--- src/rtl/mmio_uart_tx.sv ---
// ----------------------------------------------------------------------------
// mmio_uart_tx : memory-mapped 8N1 UART transmitter with a TX byte FIFO. Rev 1.0
// ----------------------------------------------------------------------------
`default_nettype none

module mmio_uart_tx #(
   parameter logic [31:0] BASE_ADDR            = 32'hFFFF_0000,
   parameter int          FIFO_DEPTH           = 8,
   parameter int          CLKS_PER_BIT_DEFAULT = 16
) (
   input  logic        clk,
   input  logic        rst,
   input  logic [31:0] address,
   input  logic [31:0] write_data,
   input  logic [3:0]  byte_enable,
   input  logic        we,
   output logic [31:0] read_data,
   output logic        sel,
   output logic        tx,
   output logic        tx_busy
);

   localparam int PW = $clog2(FIFO_DEPTH);
   localparam int CW = PW + 1;

   localparam logic [1:0] S_IDLE  = 2'd0;
   localparam logic [1:0] S_START = 2'd1;
   localparam logic [1:0] S_DATA  = 2'd2;
   localparam logic [1:0] S_STOP  = 2'd3;

   logic [1:0]    state;
   logic [1:0]    state_next;
   logic          pop;
   logic          tx_next;

   logic [7:0]    fifo_mem [FIFO_DEPTH];
   logic [PW-1:0] wr_ptr;
   logic [PW-1:0] rd_ptr;
   logic [CW-1:0] count;
   logic          overflow;
   logic [15:0]   divisor;

   logic [15:0]   bit_timer;
   logic [15:0]   div_eff;
   logic [15:0]   new_div;
   logic [2:0]    bit_cnt;
   logic [7:0]    shift;

   logic [1:0]    reg_idx;
   logic          wr_en;
   logic          push_req;
   logic          push_ok;
   logic          fifo_empty;
   logic          fifo_full;
   logic          timer_done;
   logic          w1c_hit;
   logic          unused_bits;

   assign sel         = (address[31:4] == BASE_ADDR[31:4]);
   assign reg_idx     = address[3:2];
   assign wr_en       = we && sel;
   assign push_req    = wr_en && (reg_idx == 2'd0) && byte_enable[0];
   assign w1c_hit     = wr_en && (reg_idx == 2'd1) && byte_enable[0] && write_data[3];
   assign fifo_empty  = (count == '0);
   assign fifo_full   = (count == CW'(FIFO_DEPTH));
   // A pop at the same edge frees the slot a full-FIFO push needs.
   assign push_ok     = push_req && (!fifo_full || pop);
   assign timer_done  = (bit_timer == 16'd0);
   assign new_div     = (divisor == 16'd0) ? 16'd1 : divisor;
   assign unused_bits = ^{address[1:0], write_data[31:16], byte_enable[3:2]};

   always_ff @(posedge clk or posedge rst) begin
      if (rst) state <= S_IDLE;
      else     state <= state_next;
   end

   always_comb begin
      state_next = state;
      pop        = 1'b0;
      case (state)
         S_IDLE: begin
            if (!fifo_empty) begin
               pop        = 1'b1;
               state_next = S_START;
            end
         end
         S_START: if (timer_done) state_next = S_DATA;
         S_DATA:  if (timer_done && (bit_cnt == 3'd7)) state_next = S_STOP;
         S_STOP: begin
            if (timer_done) begin
               if (!fifo_empty) begin
                  pop        = 1'b1;
                  state_next = S_START;
               end else begin
                  state_next = S_IDLE;
               end
            end
         end
         default: state_next = S_IDLE;
      endcase
   end

   always_comb begin
      tx_next = tx;
      tx_busy = (state != S_IDLE);
      case (state)
         S_IDLE:  tx_next = !pop;
         S_START: if (timer_done) tx_next = shift[0];
         S_DATA:  if (timer_done) tx_next = (bit_cnt == 3'd7) ? 1'b1 : shift[1];
         S_STOP:  if (timer_done) tx_next = !pop;
         default: tx_next = 1'b1;
      endcase
   end

   always_ff @(posedge clk or posedge rst) begin
      if (rst) begin
         tx        <= 1'b1;
         bit_timer <= 16'd0;
         div_eff   <= 16'd1;
         bit_cnt   <= 3'd0;
         shift     <= 8'd0;
      end else begin
         tx <= tx_next;
         if (pop) begin
            // Divisor is sampled once per frame so mid-frame writes wait.
            shift     <= fifo_mem[rd_ptr];
            div_eff   <= new_div;
            bit_timer <= new_div - 16'd1;
            bit_cnt   <= 3'd0;
         end else if (state != S_IDLE) begin
            if (timer_done) begin
               bit_timer <= div_eff - 16'd1;
               if (state == S_DATA) begin
                  shift   <= shift >> 1;
                  bit_cnt <= bit_cnt + 3'd1;
               end
            end else begin
               bit_timer <= bit_timer - 16'd1;
            end
         end
      end
   end

   always_ff @(posedge clk) begin
      if (push_ok) fifo_mem[wr_ptr] <= write_data[7:0];
   end

   always_ff @(posedge clk or posedge rst) begin
      if (rst) begin
         wr_ptr   <= '0;
         rd_ptr   <= '0;
         count    <= '0;
         overflow <= 1'b0;
         divisor  <= 16'(CLKS_PER_BIT_DEFAULT);
      end else begin
         if (push_ok) wr_ptr <= wr_ptr + PW'(1);
         if (pop)     rd_ptr <= rd_ptr + PW'(1);
         case ({push_ok, pop})
            2'b10:   count <= count + CW'(1);
            2'b01:   count <= count - CW'(1);
            default: count <= count;
         endcase
         // A dropped push wins over a simultaneous clear.
         if (push_req && !push_ok) overflow <= 1'b1;
         else if (w1c_hit)         overflow <= 1'b0;
         if (wr_en && (reg_idx == 2'd2)) begin
            if (byte_enable[0]) divisor[7:0]  <= write_data[7:0];
            if (byte_enable[1]) divisor[15:8] <= write_data[15:8];
         end
      end
   end

   always_comb begin
      read_data = 32'd0;
      if (sel) begin
         case (reg_idx)
            2'd1: begin
               read_data[0]      = fifo_full;
               read_data[1]      = fifo_empty;
               read_data[2]      = tx_busy;
               read_data[3]      = overflow;
               read_data[CW+7:8] = count;
            end
            2'd2:    read_data[15:0] = divisor;
            default: read_data = 32'd0;
         endcase
      end
   end

endmodule

`default_nettype wire

--- config.mk ---
export PLATFORM = sky130hd
export DESIGN_NAME = mmio_uart_tx
export DESIGN_NICKNAME = d
export VERILOG_FILES = /design/src/rtl/mmio_uart_tx.sv
export SDC_FILE = /design/constraint.sdc
export NUM_CORES = 1
export LEC_CHECK = 0
export BUFFER_PORTS_ARGS = -buffer_cell sky130_fd_sc_hd__buf_2
export CAP_MARGIN = 40
export CORE_MARGIN = 2
export CORE_UTILIZATION = 50
export DETAILED_ROUTE_END_ITERATION = 10
export PLACE_DENSITY = 0.72
export RECOVER_POWER = 100
export SLEW_MARGIN = 0
export SYNTH_ARGS = -nofsm -noshare
export SYNTH_HDL_FRONTEND = slang
export SYNTH_SLANG_ARGS = --single-unit
--- constraint.sdc ---
create_clock -name clk -period 3.31 [get_ports clk]
set_input_delay 0.662 -clock clk [delete_from_list [all_inputs] [get_ports clk]]
set_output_delay 0.662 -clock clk [all_outputs]
set_load 0.03 [all_outputs]
==> run metrics <==
outcome complete, but fails checks; failing checks capacitance limit, slew limit; IO Count 106; Die Span Y 121.6 µm; initial antenna violation count 0; DIE AREA 14800 µm²; final antenna diode count 0; CTS tree yes; nets@finish 756; CP endpoint kind flop; pwr/cell area 624.7 nW/µm²; max-cap violations 1; area leader, netlist edfxtp_1; Initial Utilization 0.5163; max_slew headroom -0.4306; Hold Path Class in2reg; overall die width 121.6 µm; Synth top area share 0.2778; Sink Count 137; CORE AREA 13400 µm²; DR iter-0 viols 470; Syn Area/Cell 11.89 µm²; Site Rows 42; type of the worst setup path reg2reg; count of state elements after synthesis 137; DR pass1 iterations 6; fin area 8066 µm²; M1 WL 6.771 mm; DR WL/cell 18.67 µm; first-pass GRT wire length 25.58 mm; Main synth FF type dfrtp_1; Net Sw Frac 0.3166; layout cells sized above 1 0.2430; Slowest cell on crit path ha_1; Residual DRC 0; drt total wl 16.04 mm; met3 wire length 1.199 mm; RSZ-0062 raised after global routing false; via count 5055; hpwl dp 11.22 mm; period utilisation layout 0.9270; Max Fanout on Critical Path 11; sequential share of power 0.366; setup violators final 0; Mapped Area 6919 µm²; yosys warns 0; r2r setup slk 0.24 ns; H-tree depth 4; Final Max Tran Viols 38; number of synthesized flops with an enable pin 64; gr usage total 0.2290; Num CTS Buffers 17; switching power 1.595 mW; Seq/Total Area, Yosys 0.5423; clk_skew 0.01261 ns; fmax 325.9 MHz; Final Hold Viols 0; later-pin clock latency in the skew report 0.43 ns; combinational share of power 0.243; Buffers on Ports 69; Worst-Margin Slew 2.146 ns; vias per cell 5.885; Post-CTS Hold Buffers 0; Leak 3.426 nW; min cycle time layout 3.069 ns; CP cell instances inv_1 > ha_1 > nand2b_1 > nor2_2 > buf_4 > a21oi_4 > nand2_1 > nand2_1 > ha_1 > a21boi_2 > nand3_1 > mux2i_1 > a211o_1; worst stage delay on the critical path 0.42 ns; asr flop ratio synth 0.5328; Worst-path clk slew 0.06 ns; Top Layer Used met4; maximum vdd ir drop 0.4610 mV; critical path arrival 3.38 ns; clock root buffer clkbuf_16; Syn Inst Count 582; Clock power frac 0.391; Sum Neg Setup Slack 0 ns; largest net degree at the start of global routing 39; Detail Route Antenna Nets 0; RD Place Congestion 0.8729; Clock Path Buffers 2; Final Power 5.039 mW; Startpoint Class flop; global route overflow 0; area grow syn2layout 16.58%; vias in the first global route 4946; Area after DPL 7511 µm²; top post-synthesis cells by area edfxtp_1, dfrtp_1, mux4_2; Worst Path Required 3.62 ns; count of different cell masters after synthesis 71; Internal Pwr Total 3.444 mW; met2 wire len 7.763 mm
-- stage by stage --
| stage | setup slack [ns] | cells | utilization | hold slack (ns) |
|---|---|---|---|---|
| floorplan | 0.04727 | 597 | - | 0.4391 |
| global placement | 0.1051 | 825 | 0.5585 | 0.4626 |
| detailed placement | 0.03302 | 827 | 0.5605 | 0.4661 |
| CTS | 0.2006 | 859 | 0.6065 | 0.3647 |
| global route | 0.0001974 | 859 | 0.6020 | 0.4555 |
| finish | 0.2415 | 859 | 0.6020 | 0.4657 |
-- registers in the layout (all words and copies together) (netlist names) --
register and count:
fifo_mem 64, bit_timer 16, div_eff 16, divisor 16
shift 8, count 4, bit_cnt 3, rd_ptr 3
wr_ptr 3, state 2, overflow 1, tx 1
-- power by group through the flow --
stage / clock network [mW] / logic, mW / registers (mW)
6_report: 1.97 / 1.22 / 1.85
5_1_grt: 2.08 / 1.34 / 1.85
4_1_cts: 1.99 / 1.22 / 1.85
3_5_place_dp: 0 / 1.22 / 1.88
3_3_place_gp: 0 / 1.17 / 1.88
2_1_floorplan: 0 / 0.917 / 1.87
-- critical path, delay by kind of cell, from the launching register on --
family                   cells  cell delay (ns)
multiplexers                 1             0.15
adder cells (fa/ha/maj)      2             0.61
AND/OR/NAND/NOR              5             0.64
flip-flops                   1             0.40
buffers and inverters        2             0.28
AO/OA/AOI/OAI                3             0.87
-- final cells by class --
cell class	count	area [µm²]
multi-input cells	404	2912
repair buffers	99	524.3
clock buffers	20	467.9
flip-flops and latches	137	3752
inverters	11	41.29
fillers	1086	5334
clock inverters	12	148.9
well taps	176	220.2
-- logic make-up after synthesis --
group / after synthesis / synth area share
and+or+nand+nor: 192 / 0.1410
DFF: 137 / 0.5423
AOI/OAI and AO/OA: 112 / 0.1130
buffers and inverters: 56 / 0.04557
muxes: 52 / 0.1078
xor gates and xnor gates: 17 / 0.02152
adders and majority gates: 15 / 0.02821
other: 1 / 0.0005420
-- what timing repair did --
item	CTS	global route
setup buffers	0	0
gates resized for setup	0	2
endpoints found under the setup margin	0	2
-- per-layer routing --
| layer | track usage | up-vias |
|---|---|---|
| met5 | 0 | - |
| met1 | 0.3088 | 2484 |
| li1 | - | 2306 |
| met3 | 0.05852 | 40 |
| met4 | 0.07256 | 0 |
| met2 | 0.3669 | 225 |
-- placed cells by master, fill, tap and decap left out, types with 5 or more instances in the layout --
cell       count
nor3_1        10
nor4_1         7
nor2_1        39
clkbuf_1      24
buf_2         42
dfrtp_1       70
mux2_2        19
o21ai_0       12
and3_1        14
a21oi_1       42
clkbuf_16     18
a211oi_1       9
nand4_1       11
mux2i_1       16
edfxtp_1      64
clkbuf_2      16
a22oi_1       10
nand2_1       70
xnor2_1       15
buf_4         17
inv_6          5
conb_1        16
inv_1         10
nor2b_1        9
a21o_1         7
ha_1          14
mux4_2        16
-- synthesized netlist by cell type, drive strengths merged, types with 3 or more instances --
library cell / number
ha: 14
o21ai: 13
mux2i: 16
a2bb2oi: 4
xnor2: 15
dfrtp: 70
nor4b: 4
nand2: 72
nand4: 11
nor3b: 4
nor2: 40
nor3: 11
clkbuf: 11
a22oi: 11
nor4: 9
a211oi: 11
edfxtp: 64
inv: 11
a31oi: 4
a21oi: 44
mux4: 16
and3: 15
nand3: 4
nor2b: 9
mux2: 20
dfstp: 3
nand2b: 3
a21o: 7
buf: 34
-- path summary, 6_finish.rpt --
check / start / endpoint / depth (start not counted)
hold reg to reg: div_eff[9] / div_eff[9] / 2
max in group asynchronous: rst / wr_ptr[0] / 3
min in group asynchronous: rst / bit_cnt[2] / 3
setup reg to reg: state[0] / bit_timer[14] / 13
hold / removal: write_data[14] / divisor[14] / 2
setup / recovery: state[0] / bit_timer[14] / 13
Note: power is estimated with default switching activity, not from simulation.
